--- src/rtl/jpeg_rle.sv ---
// jpeg_rle: zigzag walk + run-length / size-category symbol generator for one
// quantised 8x8 block, feeding a Huffman coder over a valid/ready channel.
//
// Ports:
//   clk_i, rst_i          clock, synchronous active-high reset
//   start_i               pulse: block in output memory is complete, encode it
//   clear_pred_i          pulse: zero DC predictor (honoured only while idle)
//   busy_o, done_o        busy from accepted start; done pulses once at the end
//   mem_en_o, mem_addr_o  read port to output memory (32 words, 2 coefs/word)
//   mem_dat_i             read data, valid the cycle after mem_en_o
//   sym_valid_o/ready_i   symbol handshake
//   sym_run_o, sym_size_o, sym_amp_o, sym_dc_o, sym_eob_o, sym_last_o
//                         symbol fields (held stable while stalled)
//
// State table
//   state | meaning
//   IDLE  | waiting for start_i; clear_pred_i accepted here
//   FETCH | read word holding coefficient zigzag[zz]
//   EVAL  | classify coefficient: DC diff, zero (extend run) or non-zero AC
//   ZRL   | emitting (15,0) symbols while the pending run is >= 16
//   EMIT  | holding a DC/AC symbol until handshake
//   EOB   | holding end-of-block symbol until handshake
//   DONE  | one-cycle done pulse, back to IDLE

module jpeg_rle #(
  parameter int COEF_W = 16,
  parameter int AMP_W  = 12
) (
  input  logic                clk_i,
  input  logic                rst_i,
  input  logic                start_i,
  input  logic                clear_pred_i,
  output logic                busy_o,
  output logic                done_o,
  output logic                mem_en_o,
  output logic [4:0]          mem_addr_o,
  input  logic [2*COEF_W-1:0] mem_dat_i,
  output logic                sym_valid_o,
  input  logic                sym_ready_i,
  output logic [3:0]          sym_run_o,
  output logic [3:0]          sym_size_o,
  output logic [AMP_W-1:0]    sym_amp_o,
  output logic                sym_dc_o,
  output logic                sym_eob_o,
  output logic                sym_last_o
);

  localparam logic [2:0] S_IDLE  = 3'd0;
  localparam logic [2:0] S_FETCH = 3'd1;
  localparam logic [2:0] S_EVAL  = 3'd2;
  localparam logic [2:0] S_ZRL   = 3'd3;
  localparam logic [2:0] S_EMIT  = 3'd4;
  localparam logic [2:0] S_EOB   = 3'd5;
  localparam logic [2:0] S_DONE  = 3'd6;

  // zigzag index -> raster index
  localparam logic [5:0] ZZ_ROM [64] = '{
    6'd0,  6'd1,  6'd8,  6'd16, 6'd9,  6'd2,  6'd3,  6'd10,
    6'd17, 6'd24, 6'd32, 6'd25, 6'd18, 6'd11, 6'd4,  6'd5,
    6'd12, 6'd19, 6'd26, 6'd33, 6'd40, 6'd48, 6'd41, 6'd34,
    6'd27, 6'd20, 6'd13, 6'd6,  6'd7,  6'd14, 6'd21, 6'd28,
    6'd35, 6'd42, 6'd49, 6'd56, 6'd57, 6'd50, 6'd43, 6'd36,
    6'd29, 6'd22, 6'd15, 6'd23, 6'd30, 6'd37, 6'd44, 6'd51,
    6'd58, 6'd59, 6'd52, 6'd45, 6'd38, 6'd31, 6'd39, 6'd46,
    6'd53, 6'd60, 6'd61, 6'd54, 6'd47, 6'd55, 6'd62, 6'd63
  };

  logic [2:0]       state_q, state_d;
  logic [5:0]       zz_q, zz_d;
  logic [5:0]       run_q, run_d;
  logic [12:0]      pred_q, pred_d;
  logic [3:0]       pend_size_q, pend_size_d;
  logic [AMP_W-1:0] pend_amp_q, pend_amp_d;
  logic             sym_valid_q, sym_valid_d;
  logic [3:0]       sym_run_q, sym_run_d;
  logic [3:0]       sym_size_q, sym_size_d;
  logic [AMP_W-1:0] sym_amp_q, sym_amp_d;
  logic             sym_dc_q, sym_dc_d;
  logic             sym_eob_q, sym_eob_d;
  logic             sym_last_q, sym_last_d;

  logic [5:0]        raster;
  logic [COEF_W-1:0] half;
  logic [12:0]       coef13;
  logic              coef_nz;
  logic [12:0]       diff;
  logic [12:0]       val;
  logic              neg;
  logic [12:0]       mag;
  logic [3:0]        val_size;
  logic [AMP_W-1:0]  amp_mask;
  logic [AMP_W-1:0]  val_amp;
  logic              hs;
  logic              zz_last;

  function automatic logic [3:0] bit_len(input logic [12:0] m);
    logic [3:0] r;
    r = 4'd0;
    for (int i = 0; i < 13; i++) begin
      if (m[i]) r = 4'(i + 1);
    end
    return r;
  endfunction

  assign raster  = ZZ_ROM[zz_q];
  assign half    = raster[0] ? mem_dat_i[COEF_W-1:0] : mem_dat_i[2*COEF_W-1:COEF_W];
  // Quantised values fit in 13 bits, so truncation is the sign extension.
  assign coef13  = half[12:0];
  assign coef_nz = |half;
  assign diff    = coef13 - pred_q;
  assign val     = (zz_q == 6'd0) ? diff : coef13;
  assign neg     = val[12];
  assign mag     = neg ? (~val + 13'd1) : val;
  assign val_size = bit_len(mag);
  // One's-complement style amplitude for negatives: (v-1) kept to size bits.
  // For size 12 the shift wraps to 0 and the mask becomes all ones.
  assign amp_mask = (AMP_W'(1) << val_size) - AMP_W'(1);
  assign val_amp  = neg ? ((val[AMP_W-1:0] - AMP_W'(1)) & amp_mask) : val[AMP_W-1:0];

  assign hs      = sym_valid_q & sym_ready_i;
  assign zz_last = (zz_q == 6'd63);

  always_comb begin
    state_d     = state_q;
    zz_d        = zz_q;
    run_d       = run_q;
    pred_d      = pred_q;
    pend_size_d = pend_size_q;
    pend_amp_d  = pend_amp_q;
    sym_valid_d = sym_valid_q;
    sym_run_d   = sym_run_q;
    sym_size_d  = sym_size_q;
    sym_amp_d   = sym_amp_q;
    sym_dc_d    = sym_dc_q;
    sym_eob_d   = sym_eob_q;
    sym_last_d  = sym_last_q;

    case (state_q)
      S_IDLE: begin
        if (clear_pred_i) pred_d = 13'd0;
        if (start_i) begin
          state_d = S_FETCH;
          zz_d    = 6'd0;
          run_d   = 6'd0;
        end
      end

      S_FETCH: state_d = S_EVAL;

      S_EVAL: begin
        if (zz_q == 6'd0) begin
          pred_d      = coef13;
          sym_valid_d = 1'b1;
          sym_run_d   = 4'd0;
          sym_size_d  = val_size;
          sym_amp_d   = val_amp;
          sym_dc_d    = 1'b1;
          sym_eob_d   = 1'b0;
          sym_last_d  = 1'b0;
          state_d     = S_EMIT;
        end else if (!coef_nz) begin
          if (zz_last) begin
            sym_valid_d = 1'b1;
            sym_run_d   = 4'd0;
            sym_size_d  = 4'd0;
            sym_amp_d   = '0;
            sym_dc_d    = 1'b0;
            sym_eob_d   = 1'b1;
            sym_last_d  = 1'b1;
            state_d     = S_EOB;
          end else begin
            run_d   = run_q + 6'd1;
            zz_d    = zz_q + 6'd1;
            state_d = S_FETCH;
          end
        end else begin
          pend_size_d = val_size;
          pend_amp_d  = val_amp;
          sym_valid_d = 1'b1;
          sym_dc_d    = 1'b0;
          sym_eob_d   = 1'b0;
          if (run_q >= 6'd16) begin
            sym_run_d  = 4'd15;
            sym_size_d = 4'd0;
            sym_amp_d  = '0;
            sym_last_d = 1'b0;
            state_d    = S_ZRL;
          end else begin
            sym_run_d  = run_q[3:0];
            sym_size_d = val_size;
            sym_amp_d  = val_amp;
            sym_last_d = zz_last;
            state_d    = S_EMIT;
          end
        end
      end

      S_ZRL: begin
        if (hs) begin
          run_d = run_q - 6'd16;
          // Staying in ZRL keeps the same (15,0) fields valid for the next one.
          if (run_d < 6'd16) begin
            sym_run_d  = run_d[3:0];
            sym_size_d = pend_size_q;
            sym_amp_d  = pend_amp_q;
            sym_last_d = zz_last;
            state_d    = S_EMIT;
          end
        end
      end

      S_EMIT: begin
        if (hs) begin
          sym_valid_d = 1'b0;
          sym_run_d   = 4'd0;
          sym_size_d  = 4'd0;
          sym_amp_d   = '0;
          sym_dc_d    = 1'b0;
          sym_eob_d   = 1'b0;
          sym_last_d  = 1'b0;
          run_d       = 6'd0;
          if (zz_last) begin
            state_d = S_DONE;
          end else begin
            zz_d    = zz_q + 6'd1;
            state_d = S_FETCH;
          end
        end
      end

      S_EOB: begin
        if (hs) begin
          sym_valid_d = 1'b0;
          sym_eob_d   = 1'b0;
          sym_last_d  = 1'b0;
          state_d     = S_DONE;
        end
      end

      S_DONE: state_d = S_IDLE;

      default: state_d = S_IDLE;
    endcase
  end

  always_ff @(posedge clk_i) begin
    if (rst_i) begin
      state_q     <= S_IDLE;
      zz_q        <= 6'd0;
      run_q       <= 6'd0;
      pred_q      <= 13'd0;
      pend_size_q <= 4'd0;
      pend_amp_q  <= '0;
      sym_valid_q <= 1'b0;
      sym_run_q   <= 4'd0;
      sym_size_q  <= 4'd0;
      sym_amp_q   <= '0;
      sym_dc_q    <= 1'b0;
      sym_eob_q   <= 1'b0;
      sym_last_q  <= 1'b0;
    end else begin
      state_q     <= state_d;
      zz_q        <= zz_d;
      run_q       <= run_d;
      pred_q      <= pred_d;
      pend_size_q <= pend_size_d;
      pend_amp_q  <= pend_amp_d;
      sym_valid_q <= sym_valid_d;
      sym_run_q   <= sym_run_d;
      sym_size_q  <= sym_size_d;
      sym_amp_q   <= sym_amp_d;
      sym_dc_q    <= sym_dc_d;
      sym_eob_q   <= sym_eob_d;
      sym_last_q  <= sym_last_d;
    end
  end

  assign busy_o      = (state_q != S_IDLE) && (state_q != S_DONE);
  assign done_o      = (state_q == S_DONE);
  assign mem_en_o    = (state_q == S_FETCH);
  assign mem_addr_o  = mem_en_o ? raster[5:1] : 5'd0;
  assign sym_valid_o = sym_valid_q;
  assign sym_run_o   = sym_run_q;
  assign sym_size_o  = sym_size_q;
  assign sym_amp_o   = sym_amp_q;
  assign sym_dc_o    = sym_dc_q;
  assign sym_eob_o   = sym_eob_q;
  assign sym_last_o  = sym_last_q;

endmodule

--- config.mk ---
export PLATFORM = sky130hd
export DESIGN_NAME = jpeg_rle
export DESIGN_NICKNAME = d
export VERILOG_FILES = /design/src/rtl/jpeg_rle.sv
export SDC_FILE = /design/constraint.sdc
export NUM_CORES = 1
export LEC_CHECK = 0
export CELL_PAD_IN_SITES_DETAIL_PLACEMENT = 0
export CELL_PAD_IN_SITES_GLOBAL_PLACEMENT = 2
export CORE_MARGIN = 3
export CORE_UTILIZATION = 34
export CTS_BUF_LIST = sky130_fd_sc_hd__clkbuf_2 sky130_fd_sc_hd__clkbuf_4 sky130_fd_sc_hd__clkbuf_8
export CTS_CLUSTER_DIAMETER = 80
export DETAILED_ROUTE_END_ITERATION = 6
export PLACE_DENSITY = 0.85
export SYNTH_ARGS = -nofsm -noshare
export SYNTH_HDL_FRONTEND = slang
export SYNTH_SLANG_ARGS = --single-unit
--- constraint.sdc ---
create_clock -name clk_i -period 9.9 [get_ports clk_i]
set_input_delay 1.485 -clock clk_i [delete_from_list [all_inputs] [get_ports clk_i]]
set_output_delay 1.485 -clock clk_i [all_outputs]
set_load 0.05 [all_outputs]
==> reports/qor_table.md, run 1 <==
| Stage | Parameter | Reported |
|---|---|---|
| clock tree | Number of buffers created by CTS | 9 |
| synthesis | Leading post-synthesis cells by cell area | sky130_fd_sc_hd__dfxtp_1, sky130_fd_sc_hd__nor2_1, sky130_fd_sc_hd__ha_1 |
| clock tree | Clk Latency, worst-skew pair | 0.39 ns |
| grt | Pin count of the biggest net entering global routing | 67 |
| sta | Max Transition Viols Final | 0 |
| synthesis | Proportion of synthesized chip area in sequential cells | 0.2085 |
| synthesis | Combinational family with the most area after synthesis | compound AO/OA/AOI/OAI gates |
| synthesis | Post-synthesis cell type count | 95 |
| sta | Setup ws final | 1.137 ns |
| grt | Number of global-route vias before repair | 6,051 |
| clock tree | CTS tree | built |
| synthesis | Post-synthesis sequential element count | 68 |
| synthesis | Mapped Nets | 947 |
| clock tree | Clock sink count | 68 |
| route | Total Routed Length | 20,140 µm |
| grt | Total routing resource utilization after global routing | 0.1934 |
| route | Via count normalized by instance count | 5.639 |
| synthesis | Compound-Gate Fraction of Synth Area | 0.2970 |
| route | Length of the first detailed-routing pass in iterations | 5 |
| synthesis | Commonest cells post-synth | sky130_fd_sc_hd__nor2_1, sky130_fd_sc_hd__nand2_1, sky130_fd_sc_hd__dfxtp_1 |
| clock tree | Root buffer cell | sky130_fd_sc_hd__clkbuf_8 |
| grt | Total global routing overflow | 0 |
| sta | Final period utilization | 0.8852 |
| synthesis | Gate count of the mapped netlist | 875 |
| layout | Cell Count, Final, Fillers Out | 1,143 |
| place | HPWL after detailed placement | 14,840 µm |
| worst setup path | Arrival time of data at the critical path endpoint | 9.00 ns |
| place | Number of instances in the placed design | 1,127 |
| layout | Core Util, Final | 0.4010 |
| run status | Result of the run | finished, final reports clean |
| route | Routed wire length per instance | 17.62 µm |
| layout | Count of nets after finishing | 976 |
| floorplan | Height of the chip | 144.6 µm |
| synthesis | Mux contribution to synthesized area | 0.08183 |
| sta | Hold Worst Slack | 0.4656 ns |
| synthesis | Combined area of all synthesized cells | 6529 µm² |
| synthesis | Xor/xnor cell area share of the yosys netlist | 0.03335 |
| worst setup path | Required @ worst endpoint | 10.14 ns |
| layout | Signed area change from the synthesized netlist to the final layout | 15.27% |
| sta | Final hold viol count | 0 |
| worst setup path | Biggest cell delay along the critical path | 0.75 ns |
| sta | Setup repair after global routing missed its margin | no |
| synthesis | Number of synthesized flops with an enable pin | 0 |
| route | Total via count after detailed routing | 6,445 |
| synthesis | Async SR Flop Fraction | 0 |
| clock tree | CTS Buffer Depth | 2 |
| synthesis | Adder and majority gate portion of the synthesized area | 0.06823 |
| place | Place WS | 1.224 ns |
| floorplan | Area of the die | 20,900 µm² |
| power | Power density normalized to cell area | 237.1 nW/µm² |
| floorplan | Num rows | 50 |
| layout | Share of final-layout standard cells stronger than drive strength 1 | 0.08911 |
| route | Routed Antenna Nets | 0 |
| synthesis | Most frequently used cell type in the post-synthesis netlist | sky130_fd_sc_hd__nor2_1 |
| power | Peak supply drop | 0.08631 mV |
| route | Detailed Route Iter0 Violations | 571 |
| floorplan | Die width | 144.6 µm |
| synthesis | Syn Area/Cell | 7.461 µm² |
| layout | Diode insertion count for antenna repair | 0 |
| synthesis | Syn. warnings | 0 |
| sta | Number of setup violations in the final report | 0 |
| clock tree | Post-CTS Hold Buffers | 0 |
| synthesis | Most common flop cell mapped by yosys | sky130_fd_sc_hd__dfxtp_1 |
| sta | Total negative setup slack | 0 ns |
| floorplan | Core area | 18,770 µm² |
| floorplan | Number of placed I/O pins | 69 |
| sta | Shortest clock period the worst path allows after layout | 8.763 ns |
| clock tree | CTS resizes | 0 |
| clock tree | Post-CTS setup repair buffer count | 0 |
| place | Final weighted congestion of routability-driven global placement | 0.8583 |
| job | Max-cap violation count | 0 |
| synthesis | Library cell with the largest summed area after synthesis | sky130_fd_sc_hd__dfxtp_1 |
| place | Number of buffers added on ports | 68 |
| worst setup path | Setup Crit Path Kind | reg -> reg |
| grt | Wire length of the first global-routing pass | 32,460 µm |
| grt | Number of antenna violations at the first check in global routing | 0 |
| synthesis | Area share of the leading cell type in the synthesized netlist | 0.2085 |
| worst hold path | Type of the most critical hold path | reg -> reg |
| route | Residual DRC count | 0 |
| worst setup path | Crit path capture type | register |
| sta | Fmax | 114.1 MHz |
| clock tree | H-tree depth | 3 |
| clock tree | Clock edge transition at the registers on the reported setup and hold paths | 0.09 ns |
| worst setup path | Setup crit start kind | register |
| sta | Post-route clock skew | 0.02427 ns |
| power | Leakage power | 2.641 nW |
| sta | Transition time at the pin with the least slew margin | 1.040 ns |
| sta | Normalized max-slew margin | 0.3024 |
| synthesis | Simple-gate share of the synthesized area | 0.2488 |
| worst setup path | CP max-delay cell | sky130_fd_sc_hd__and2_1 |
| floorplan | Initial cell density of the core | 0.3479 |
| worst setup path | Maximum fanout along the worst path | 15 |
-- registers in the layout, summed over array words and instances (netlist names) --
signal,count
sym_amp_o,12
state_q,3
sym_run_o,4
zz_q,6
pend_amp_q,12
pred_q,13
pend_size_q,4
run_q,6
sym_last_o,1
sym_eob_o,1
sym_valid_o,1
sym_size_o,4
sym_dc_o,1
-- cell type report --
cell class,instances,area (µm²)
clock buffer,9,123.9
clock inverter,7,105.1
fill,1989,11240
inverter,39,146.4
multi-input combinational,710,4761
sequential,68,1361
tap,234,292.8
timing repair buffer,76,735.7
-- worst max-delay path, delay by kind of cell, from the launching register on --
family	cells	cell delay (ns)
fa+ha+maj	4	1.39
compound gates	9	2.06
mux	1	0.25
simple gates	12	3.58
buf+inv	2	0.46
flops	1	0.65
xor+xnor	1	0.20
-- layer usage --
layer,wire length (µm),track usage,part of all wire,vias to the layer above
li1,-,-,-,3264
met1,9669,0.2715,0.48,3005
met2,9243,0.3060,0.46,153
met3,870,0.03472,0.043,23
met4,354,0.05155,0.018,0
met5,0,0,0,-
-- power breakdown --
group          switching [W]  internal, W  leakage, nW  total (W)
registers          0.0000440     0.000309        0.550   0.000353
clock network       0.000137     0.000146        0.113   0.000284
logic               0.000738     0.000410         1.98    0.00115
total               0.000919     0.000865         2.64    0.00178
-- placed cells by master (no fill, tap or decap), types with 5 or more instances in the layout --
| master | n |
|---|---|
| sky130_fd_sc_hd__a22oi_1 | 15 |
| sky130_fd_sc_hd__nand2_1 | 71 |
| sky130_fd_sc_hd__o211ai_1 | 9 |
| sky130_fd_sc_hd__nor4_1 | 7 |
| sky130_fd_sc_hd__nand2b_1 | 14 |
| sky130_fd_sc_hd__xor2_1 | 8 |
| sky130_fd_sc_hd__a32oi_1 | 5 |
| sky130_fd_sc_hd__nor2_1 | 124 |
| sky130_fd_sc_hd__o21a_1 | 11 |
| sky130_fd_sc_hd__a31oi_1 | 11 |
| sky130_fd_sc_hd__nand4_1 | 5 |
| sky130_fd_sc_hd__o21ai_0 | 42 |
| sky130_fd_sc_hd__buf_4 | 8 |
| sky130_fd_sc_hd__o31ai_1 | 8 |
| sky130_fd_sc_hd__nor2b_1 | 8 |
| sky130_fd_sc_hd__or3_1 | 10 |
| sky130_fd_sc_hd__o21ai_1 | 5 |
| sky130_fd_sc_hd__inv_1 | 36 |
| sky130_fd_sc_hd__mux2_2 | 13 |
| sky130_fd_sc_hd__a221oi_1 | 5 |
| sky130_fd_sc_hd__o22ai_1 | 10 |
| sky130_fd_sc_hd__and3_1 | 10 |
| sky130_fd_sc_hd__nand3_1 | 17 |
| sky130_fd_sc_hd__and2_1 | 6 |
| sky130_fd_sc_hd__nor3_1 | 32 |
| sky130_fd_sc_hd__dfxtp_1 | 68 |
| sky130_fd_sc_hd__mux2i_1 | 26 |
| sky130_fd_sc_hd__a21o_1 | 7 |
| sky130_fd_sc_hd__o211a_1 | 5 |
| sky130_fd_sc_hd__o221ai_1 | 5 |
| sky130_fd_sc_hd__a211oi_1 | 25 |
| sky130_fd_sc_hd__ha_1 | 34 |
| sky130_fd_sc_hd__clkbuf_8 | 9 |
| sky130_fd_sc_hd__xnor2_1 | 15 |
| sky130_fd_sc_hd__clkdlybuf4s50_1 | 67 |
| sky130_fd_sc_hd__a21oi_1 | 61 |
-- final timing paths --
check              endpoint  depth (start not counted)  slack (ns)      startpoint
max           sym_amp_o[10]                         29        1.14         zz_q[0]
min          pend_size_q[1]                          2        0.47  pend_size_q[1]
max reg2reg   sym_amp_o[10]                         29        1.14         zz_q[0]
min reg2reg  pend_size_q[1]                          2        0.47  pend_size_q[1]
-- per-stage QoR --
stage               power (W)  area [µm²]
detailed placement   0.001496        7297
floorplan            0.001205        6529
global route         0.001907        7526
CTS                  0.001785        7526
finish               0.001784        7526
global placement     0.001504        7297
-- kinds of logic after synthesis --
group                      Yosys count
DFF                                 68
adders and majority gates           35
buffers and inverters               97
AOI/OAI and AO/OA                  272
muxes                               46
xor gates and xnor gates            24
and+or+nand+nor                    333
Note: power is estimated with default switching activity, not from simulation.
==> run 2, diff against run 1 <==
--- a/config.mk
+++ b/config.mk
@@ -8,11 +8,11 @@
 export CELL_PAD_IN_SITES_DETAIL_PLACEMENT = 0
 export CELL_PAD_IN_SITES_GLOBAL_PLACEMENT = 2
 export CORE_MARGIN = 3
-export CORE_UTILIZATION = 34
+export CORE_UTILIZATION = 35
 export CTS_BUF_LIST = sky130_fd_sc_hd__clkbuf_2 sky130_fd_sc_hd__clkbuf_4 sky130_fd_sc_hd__clkbuf_8
 export CTS_CLUSTER_DIAMETER = 80
 export DETAILED_ROUTE_END_ITERATION = 6
-export PLACE_DENSITY = 0.85
+export PLACE_DENSITY = 0.87
 export SYNTH_ARGS = -nofsm -noshare
 export SYNTH_HDL_FRONTEND = slang
 export SYNTH_SLANG_ARGS = --single-unit
==> constraint.sdc (replaced) <==
create_clock -name clk_i -period 11.3 [get_ports clk_i]
set_input_delay 1.695 -clock clk_i [delete_from_list [all_inputs] [get_ports clk_i]]
set_output_delay 1.695 -clock clk_i [all_outputs]
set_load 0.05 [all_outputs]
==> run 2 against run 1 <==
Clock skew fell by 0.0077 ns. Via count fell by 0.88%. Highest routed layer unchanged. Sequential power fell by 12%. Largest power group unchanged. Critical path type unchanged. Die area fell by 2.7%.
==> reports/qor_table.md, run 2 (same netlist as run 1, synthesis figures left out) <==
| Stage | Parameter | Reported | Delta |
|---|---|---|---|
| run status | Result of the run | finished, final reports clean | unchanged |
| layout | Final instance area | 7497 µm² | was 7526 µm² |
| floorplan | Die width | 142.6 µm | was 144.6 µm |
| sta | Total negative setup slack | 0 ns | unchanged |
| sta | Post-route clock skew | 0.01656 ns | was 0.02427 ns |
| sta | Setup repair after global routing missed its margin | no | unchanged |
| clock tree | CTS tree | built | unchanged |
| sta | Max Transition Viols Final | 0 | unchanged |
| clock tree | Post-CTS setup repair buffer count | 0 | unchanged |
| worst hold path | Type of the most critical hold path | reg -> reg | unchanged |
| clock tree | CTS resizes | 0 | unchanged |
| clock tree | Clock sink count | 68 | unchanged |
| worst setup path | Crit path capture type | register | unchanged |
| layout | Signed area change from the synthesized netlist to the final layout | 14.83% | was 15.27% |
| job | Max-cap violation count | 0 | unchanged |
| clock tree | CTS Buffer Depth | 2 | unchanged |
| floorplan | Area of the die | 20,330 µm² | was 20,900 µm² |
| worst setup path | Most repeated library cell on the critical path | sky130_fd_sc_hd__ha_1 |  |
| layout | Core Util, Final | 0.4131 | was 0.4010 |
| worst setup path | Setup Crit Path Kind | reg -> reg | unchanged |
| route | Total Routed Length | 19,910 µm | was 20,140 µm |
| sta | Shortest clock period the worst path allows after layout | 8.903 ns | was 8.763 ns |
| route | Residual DRC count | 0 | unchanged |
| sta | Number of setup violations in the final report | 0 | unchanged |
| floorplan | Core area | 18,150 µm² | was 18,770 µm² |
| layout | Top library cells by usage in the layout, fill and taps aside | sky130_fd_sc_hd__nor2_1, sky130_fd_sc_hd__nand2_1, sky130_fd_sc_hd__dfxtp_1 | unchanged |
| sta | Transition time at the pin with the least slew margin | 1.108 ns | was 1.040 ns |
| route | Routed wire length per instance | 17.52 µm | was 17.62 µm |
| power | Peak supply drop | 0.06865 mV | was 0.08631 mV |
| worst setup path | Setup crit start kind | register | unchanged |
| clock tree | Root buffer cell | sky130_fd_sc_hd__clkbuf_8 | unchanged |
| place | HPWL after detailed placement | 14,750 µm | was 14,840 µm |
| layout | Count of nets after finishing | 975 | was 976 |
| grt | Number of antenna violations at the first check in global routing | 0 | unchanged |
| power | Power density normalized to cell area | 204.4 nW/µm² | was 237.1 nW/µm² |
| clock tree | H-tree depth | 3 | unchanged |
| place | Post-Place Cell Area | 7283 µm² | was 7297 µm² |
| layout | Share of final-layout standard cells stronger than drive strength 1 | 0.08710 | was 0.08911 |
| grt | Pin count of the biggest net entering global routing | 67 | unchanged |
| layout | Number of flip-flops under the largest register name | 13 | unchanged |
| grt | Number of global-route vias before repair | 6,137 | was 6,051 |
| grt | Total global routing overflow | 0 | unchanged |
| place | Final weighted congestion of routability-driven global placement | 0.8909 | was 0.8583 |
| worst setup path | Required @ worst endpoint | 11.54 ns | was 10.14 ns |
| grt | Total routing resource utilization after global routing | 0.1953 | was 0.1934 |
| place | Number of buffers added on ports | 68 | unchanged |
| place | Number of instances in the placed design | 1,121 | was 1,127 |
| worst setup path | Arrival time of data at the critical path endpoint | 9.14 ns | was 9.00 ns |
| clock tree | Clk Latency, worst-skew pair | 0.38 ns | was 0.39 ns |
| route | Length of the first detailed-routing pass in iterations | 5 | unchanged |
| power | Leakage power | 2.629 nW | was 2.641 nW |
| floorplan | Num rows | 49 | was 50 |
| sta | Final hold viol count | 0 | unchanged |
| floorplan | Initial cell density of the core | 0.3598 | was 0.3479 |
| sta | Fmax | 112.3 MHz | was 114.1 MHz |
| sta | Setup ws final | 2.397 ns | was 1.137 ns |
| clock tree | Post-CTS Hold Buffers | 0 | unchanged |
| clock tree | Clock edge transition at the registers on the reported setup and hold paths | 0.08 ns | was 0.09 ns |
| worst setup path | CP max-delay cell | sky130_fd_sc_hd__xnor2_2 | was sky130_fd_sc_hd__and2_1 |
| route | Total via count after detailed routing | 6,388 | was 6,445 |
| route | Detailed Route Iter0 Violations | 423 | was 571 |
| floorplan | Height of the chip | 142.6 µm | was 144.6 µm |
| floorplan | Number of placed I/O pins | 69 | unchanged |
| worst setup path | Biggest cell delay along the critical path | 0.85 ns | was 0.75 ns |
| layout | Register ranked first by flip-flop count | pred_q | unchanged |
| route | Routed Antenna Nets | 0 | unchanged |
| layout | Cell Count, Final, Fillers Out | 1,136 | was 1,143 |
| layout | Diode insertion count for antenna repair | 0 | unchanged |
| route | Via count normalized by instance count | 5.623 | was 5.639 |
| worst setup path | Maximum fanout along the worst path | 25 | was 15 |
| sta | Normalized max-slew margin | 0.2578 | was 0.3024 |
| grt | Wire length of the first global-routing pass | 32,370 µm | was 32,460 µm |
| clock tree | Number of buffers created by CTS | 9 | unchanged |
| place | Place WS | 2.483 ns | was 1.224 ns |
| layout | Most common library cell in the layout ignoring fill and taps | sky130_fd_sc_hd__nor2_1 | unchanged |
| sta | Final period utilization | 0.7879 | was 0.8852 |
[run 2: cell types whose count changed in the layout (fill, tap and decap cells not counted), sizes merged]
cell,delta
buf,-1
inv,-4
clkinv,+3
[run 2: critical path, delay by kind of cell, from the launching register on]
family	cells	cell delay, ns
fa+ha+maj	4	1.39
flops	1	0.63
buf+inv	2	0.45
simple gates	6	2.07
mux	3	1.23
xor+xnor	1	0.85
compound gates	10	2.16
[run 2: final timing paths]
| check | start | to | slack [ns] | depth (start not counted) |
|---|---|---|---|---|
| hold / removal | pend_size_q[1] | pend_size_q[1] | 0.46 | 2 |
| setup / recovery | zz_q[0] | sym_amp_o[10] | 2.40 | 26 |
| setup reg to reg | zz_q[0] | sym_amp_o[10] | 2.40 | 26 |
| hold reg to reg | pend_size_q[1] | pend_size_q[1] | 0.46 | 2 |
[run 2: layout make-up]
cell class | count | area [µm²]
flip-flops and latches | 68 | 1361
fillers | 1915 | 10650
clock inverters | 6 | 90.09
multi-input cells | 710 | 4761
clock buffers | 9 | 123.9
well taps | 229 | 286.5
repair buffers | 75 | 728.2
inverters | 39 | 146.4
[run 2: metal layers]
layer | vias up | GRT usage | share of wire
met1 | 2960 | 0.2740 | 0.49
met2 | 138 | 0.3118 | 0.46
li1 | 3266 | - | -
met4 | 0 | 0.05403 | 0.016
met3 | 24 | 0.02991 | 0.040
met5 | - | 0 | 0
[run 2: metrics by stage]
step                      hold slack (ns)  power [W]
after global routing               0.4899   0.001656
after floorplan                    0.4364   0.001056
after CTS                          0.4599   0.001537
after detailed placement           0.4485   0.001301
after global placement             0.4492   0.001306
final                              0.4612   0.001532
[run 2: power breakdown]
group	internal [W]	switching, W
Sequential	0.000271	0.0000383
Combinational	0.000356	0.000636
Clock	0.000123	0.000108
Total	0.000750	0.000782
==> run 3, diff against run 2 <==
--- a/config.mk
+++ b/config.mk
@@ -8,11 +8,11 @@
 export CELL_PAD_IN_SITES_DETAIL_PLACEMENT = 0
 export CELL_PAD_IN_SITES_GLOBAL_PLACEMENT = 2
 export CORE_MARGIN = 3
-export CORE_UTILIZATION = 35
+export CORE_UTILIZATION = 31
 export CTS_BUF_LIST = sky130_fd_sc_hd__clkbuf_2 sky130_fd_sc_hd__clkbuf_4 sky130_fd_sc_hd__clkbuf_8
 export CTS_CLUSTER_DIAMETER = 80
 export DETAILED_ROUTE_END_ITERATION = 6
-export PLACE_DENSITY = 0.87
+export PLACE_DENSITY = 0.82
 export SYNTH_ARGS = -nofsm -noshare
 export SYNTH_HDL_FRONTEND = slang
 export SYNTH_SLANG_ARGS = --single-unit
==> constraint.sdc (replaced) <==
create_clock -name clk_i -period 8.1 [get_ports clk_i]
set_input_delay 1.215 -clock clk_i [delete_from_list [all_inputs] [get_ports clk_i]]
set_output_delay 1.215 -clock clk_i [all_outputs]
set_load 0.05 [all_outputs]
==> run 3 against run 2 <==
Final cell count grew 5.5%. Die area increased by 12%. Via count rose by 3.7%. Maximum frequency rose by 19%. Utilization is 3.7 points lower. Clock power grew 27%. Wire length grew 3.5%. Critical path type unchanged. Largest cell class unchanged. Highest routed layer unchanged.
==> reports/qor_table.md, run 3 (same netlist as run 1, synthesis figures left out) <==
| Stage | Parameter | Reported | Delta |
|---|---|---|---|
| sta | Max Transition Viols Final | 0 | unchanged |
| power | Peak supply drop | 0.1186 mV | was 0.06865 mV |
| floorplan | Initial cell density of the core | 0.3186 | was 0.3598 |
| layout | Footprint of the multi-input gates | 4785 µm² | was 4761 µm² |
| sta | Normalized max-slew margin | 0.3423 | was 0.2578 |
| worst setup path | Arrival time of data at the critical path endpoint | 7.69 ns | was 9.14 ns |
| sta | Total negative setup slack | 0 ns | unchanged |
| grt | Wire length of the first global-routing pass | 32,720 µm | was 32,370 µm |
| route | Length of the first detailed-routing pass in iterations | 5 | unchanged |
| layout | Count of nets after finishing | 996 | was 975 |
| layout | Number of flip-flops under the largest register name | 13 | unchanged |
| place | Final weighted congestion of routability-driven global placement | 0.8681 | was 0.8909 |
| sta | Transition time at the pin with the least slew margin | 0.9866 ns | was 1.108 ns |
| worst setup path | Worst reg2reg path endpoint | sym_amp_o[10] | unchanged |
| grt | Pin count of the biggest net entering global routing | 67 | unchanged |
| worst setup path | Setup crit start kind | register | unchanged |
| floorplan | Num rows | 52 | was 49 |
| route | Routed wire length per instance | 17.20 µm | was 17.52 µm |
| clock tree | CTS Buffer Depth | 2 | unchanged |
| worst setup path | Number of cell instances on the worst register-to-register path | 26 | unchanged |
| floorplan | Height of the chip | 151.1 µm | was 142.6 µm |
| sta | Fmax | 134.0 MHz | was 112.3 MHz |
| power | Switching part of the total | 0.5122 | was 0.5104 |
| layout | Signed area change from the synthesized netlist to the final layout | 18.05% | was 14.83% |
| route | Total via count after detailed routing | 6,626 | was 6,388 |
| sta | Final period utilization | 0.9212 | was 0.7879 |
| layout | Sequential cell area | 1363 µm² | was 1361 µm² |
| clock tree | Clk Latency, worst-skew pair | 0.38 ns | about the same |
| clock tree | CTS tree | built | unchanged |
| floorplan | Die width | 151.1 µm | was 142.6 µm |
| worst setup path | Maximum fanout along the worst path | 15 | was 25 |
| route | Residual DRC count | 0 | unchanged |
| place | Post-Place Cell Area | 7492 µm² | was 7283 µm² |
| layout | Share of final-layout standard cells stronger than drive strength 1 | 0.1121 | was 0.08710 |
| route | Via count normalized by instance count | 5.531 | was 5.623 |
| run status | Result of the run | finished, final reports clean | unchanged |
| worst setup path | Setup slack, reg-to-reg | 0.64 ns | was 2.40 ns |
| worst setup path | Worst reg2reg startpoint | zz_q[1] | was zz_q[0] |
| layout | Final instance area | 7707 µm² | was 7497 µm² |
| worst setup path | Crit path launch | zz_q[1] | was zz_q[0] |
| layout | Diode insertion count for antenna repair | 0 | unchanged |
| floorplan | Area of the die | 22,840 µm² | was 20,330 µm² |
| worst setup path | Capturing instance or port of the critical path | sym_amp_o[10] | unchanged |
| route | Total Routed Length | 20,600 µm | was 19,910 µm |
| clock tree | Clock sink count | 68 | unchanged |
| power | Leakage power | 2.719 nW | was 2.629 nW |
| clock tree | Root buffer cell | sky130_fd_sc_hd__clkbuf_8 | unchanged |
| sta | Post-route clock skew | 0.02319 ns | was 0.01656 ns |
| clock tree | Post-CTS setup repair buffer count | 0 | unchanged |
| route | Detailed Route Iter0 Violations | 406 | was 423 |
| layout | Filler Cell Count | 2,162 | was 1,915 |
| layout | Most common library cell in the layout ignoring fill and taps | sky130_fd_sc_hd__nor2_1 | unchanged |
| route | Routed Antenna Nets | 0 | unchanged |
| grt | Total routing resource utilization after global routing | 0.1801 | was 0.1953 |
| sta | Shortest clock period the worst path allows after layout | 7.462 ns | was 8.903 ns |
| power | Int Power | 0.001071 W | was 0.0007502 W |
| grt | Number of antenna violations at the first check in global routing | 0 | unchanged |
| power | Power density normalized to cell area | 284.9 nW/µm² | was 204.4 nW/µm² |
| floorplan | Number of placed I/O pins | 69 | unchanged |
| power | Total Power Consumption | 0.002196 W | was 0.001532 W |
| power | Clock group share of total power | 0.134 | was 0.151 |
| grt | Total global routing overflow | 0 | unchanged |
| floorplan | Core area | 20,490 µm² | was 18,150 µm² |
| clock tree | H-tree depth | 3 | unchanged |
| sta | Final hold viol count | 0 | unchanged |
| layout | Top library cells by usage in the layout, fill and taps aside | sky130_fd_sc_hd__nor2_1, sky130_fd_sc_hd__nand2_1, sky130_fd_sc_hd__clkdlybuf4s50_1, sky130_fd_sc_hd__dfxtp_1, sky130_fd_sc_hd__a21oi_1 | was sky130_fd_sc_hd__nor2_1, sky130_fd_sc_hd__nand2_1, sky130_fd_sc_hd__dfxtp_1 |
| job | Max-cap violation count | 0 | unchanged |
| worst setup path | Crit path capture type | register | unchanged |
| layout | Register ranked first by flip-flop count | pred_q | unchanged |
| clock tree | Clock edge transition at the registers on the reported setup and hold paths | 0.08 ns | about the same |
| worst hold path | Type of the most critical hold path | reg -> reg | unchanged |
| power | Power spent charging and discharging nets | 0.001125 W | was 0.0007822 W |
| clock tree | Number of buffers created by CTS | 9 | unchanged |
| grt | Number of global-route vias before repair | 6,020 | was 6,137 |
| place | HPWL after detailed placement | 15,310 µm | was 14,750 µm |
| sta | Number of setup violations in the final report | 0 | unchanged |
| sta | Setup repair after global routing missed its margin | no | unchanged |
| power | Sequential fraction of design power | 0.195 | was 0.202 |
| power | Proportion of power drawn by combinational gates | 0.671 | was 0.647 |
| worst setup path | Required @ worst endpoint | 8.33 ns | was 11.54 ns |
| worst setup path | Setup Crit Path Kind | reg -> reg | unchanged |
| place | Number of buffers added on ports | 68 | unchanged |
-- run 3: power by group through the flow --
stage | registers [W] | clock network, W | logic (W)
4_1_cts | 0.000428 | 0.000307 | 0.00147
6_report | 0.000428 | 0.000294 | 0.00147
3_3_place_gp | 0.000435 | 0 | 0.00147
5_1_grt | 0.000435 | 0.000316 | 0.00161
2_1_floorplan | 0.000505 | 0 | 0.000967
3_5_place_dp | 0.000435 | 0 | 0.00146
-- run 3: repair_timing --
action | in CTS | in global routing
resized for setup | 0 | 6
hold buffers | 0 | 0
setup endpoints to repair | 0 | 12
-- run 3: layout make-up --
type / count / area share
Timing Repair Buffer: 96 / 0.1149
Sequential cell: 68 / 0.1768
Clock buffer: 9 / 0.01607
Clock inverter: 6 / 0.008604
Tap cell: 270 / 0.04383
Inverter: 39 / 0.01899
Multi-Input combinational cell: 710 / 0.6208
-- run 3: worst min path at each step --
stage / start / endpoint / depth (start not counted)
floorplan: pend_size_q[1] / pend_size_q[1] / 2
global placement: pend_size_q[1] / pend_size_q[1] / 2
detailed placement: pend_size_q[1] / pend_size_q[1] / 2
CTS: pend_size_q[1] / pend_size_q[1] / 2
global route: pend_size_q[1] / pend_size_q[1] / 2
finish: pend_size_q[1] / pend_size_q[1] / 2
-- run 3: through the flow --
| stage | std cells | util | worst slack, ns | hold slack (ns) |
|---|---|---|---|---|
| after floorplan | 875 | - | 0.6686 | 0.4364 |
| after CTS | 1198 | 0.3748 | 0.05017 | 0.4613 |
| after global placement | 1183 | 0.3656 | 0.2558 | 0.4488 |
| after global routing | 1198 | 0.3761 | 0.1222 | 0.5014 |
| final | 1198 | 0.3761 | 0.6384 | 0.4631 |
| after detailed placement | 1183 | 0.3656 | 0.08445 | 0.4491 |
-- run 3: layer usage --
layer	wire, µm	GRT usage	vias up
met2	9648	0.2992	151
met4	221	0.03717	0
met5	0	0	-
met1	9901	0.2467	3144
li1	-	-	3308
met3	831	0.02992	23
-- run 3: worst max-delay path, stage by stage (launching register included) --
cell	delay, ns
sky130_fd_sc_hd__dfxtp_2	0.45
sky130_fd_sc_hd__inv_1	0.17
sky130_fd_sc_hd__ha_1	0.41
sky130_fd_sc_hd__nor2b_1	0.24
sky130_fd_sc_hd__a211oi_4	0.09
sky130_fd_sc_hd__o221ai_1	0.35
sky130_fd_sc_hd__and2_4	0.32
sky130_fd_sc_hd__mux2_2	0.42
sky130_fd_sc_hd__ha_1	0.36
sky130_fd_sc_hd__a21o_1	0.19
sky130_fd_sc_hd__or2_2	0.31
sky130_fd_sc_hd__o211a_1	0.24
sky130_fd_sc_hd__a41oi_1	0.30
sky130_fd_sc_hd__mux2_2	0.44
sky130_fd_sc_hd__xnor2_4	0.20
sky130_fd_sc_hd__buf_4	0.24
sky130_fd_sc_hd__or4_1	0.56
sky130_fd_sc_hd__nor3b_1	0.36
sky130_fd_sc_hd__nor2_1	0.09
sky130_fd_sc_hd__or3_1	0.32
sky130_fd_sc_hd__ha_1	0.26
sky130_fd_sc_hd__inv_1	0.12
sky130_fd_sc_hd__a31o_4	0.12
sky130_fd_sc_hd__a211oi_1	0.04
sky130_fd_sc_hd__or3_4	0.40
sky130_fd_sc_hd__a221oi_2	0.23
sky130_fd_sc_hd__nor3_1	0.07
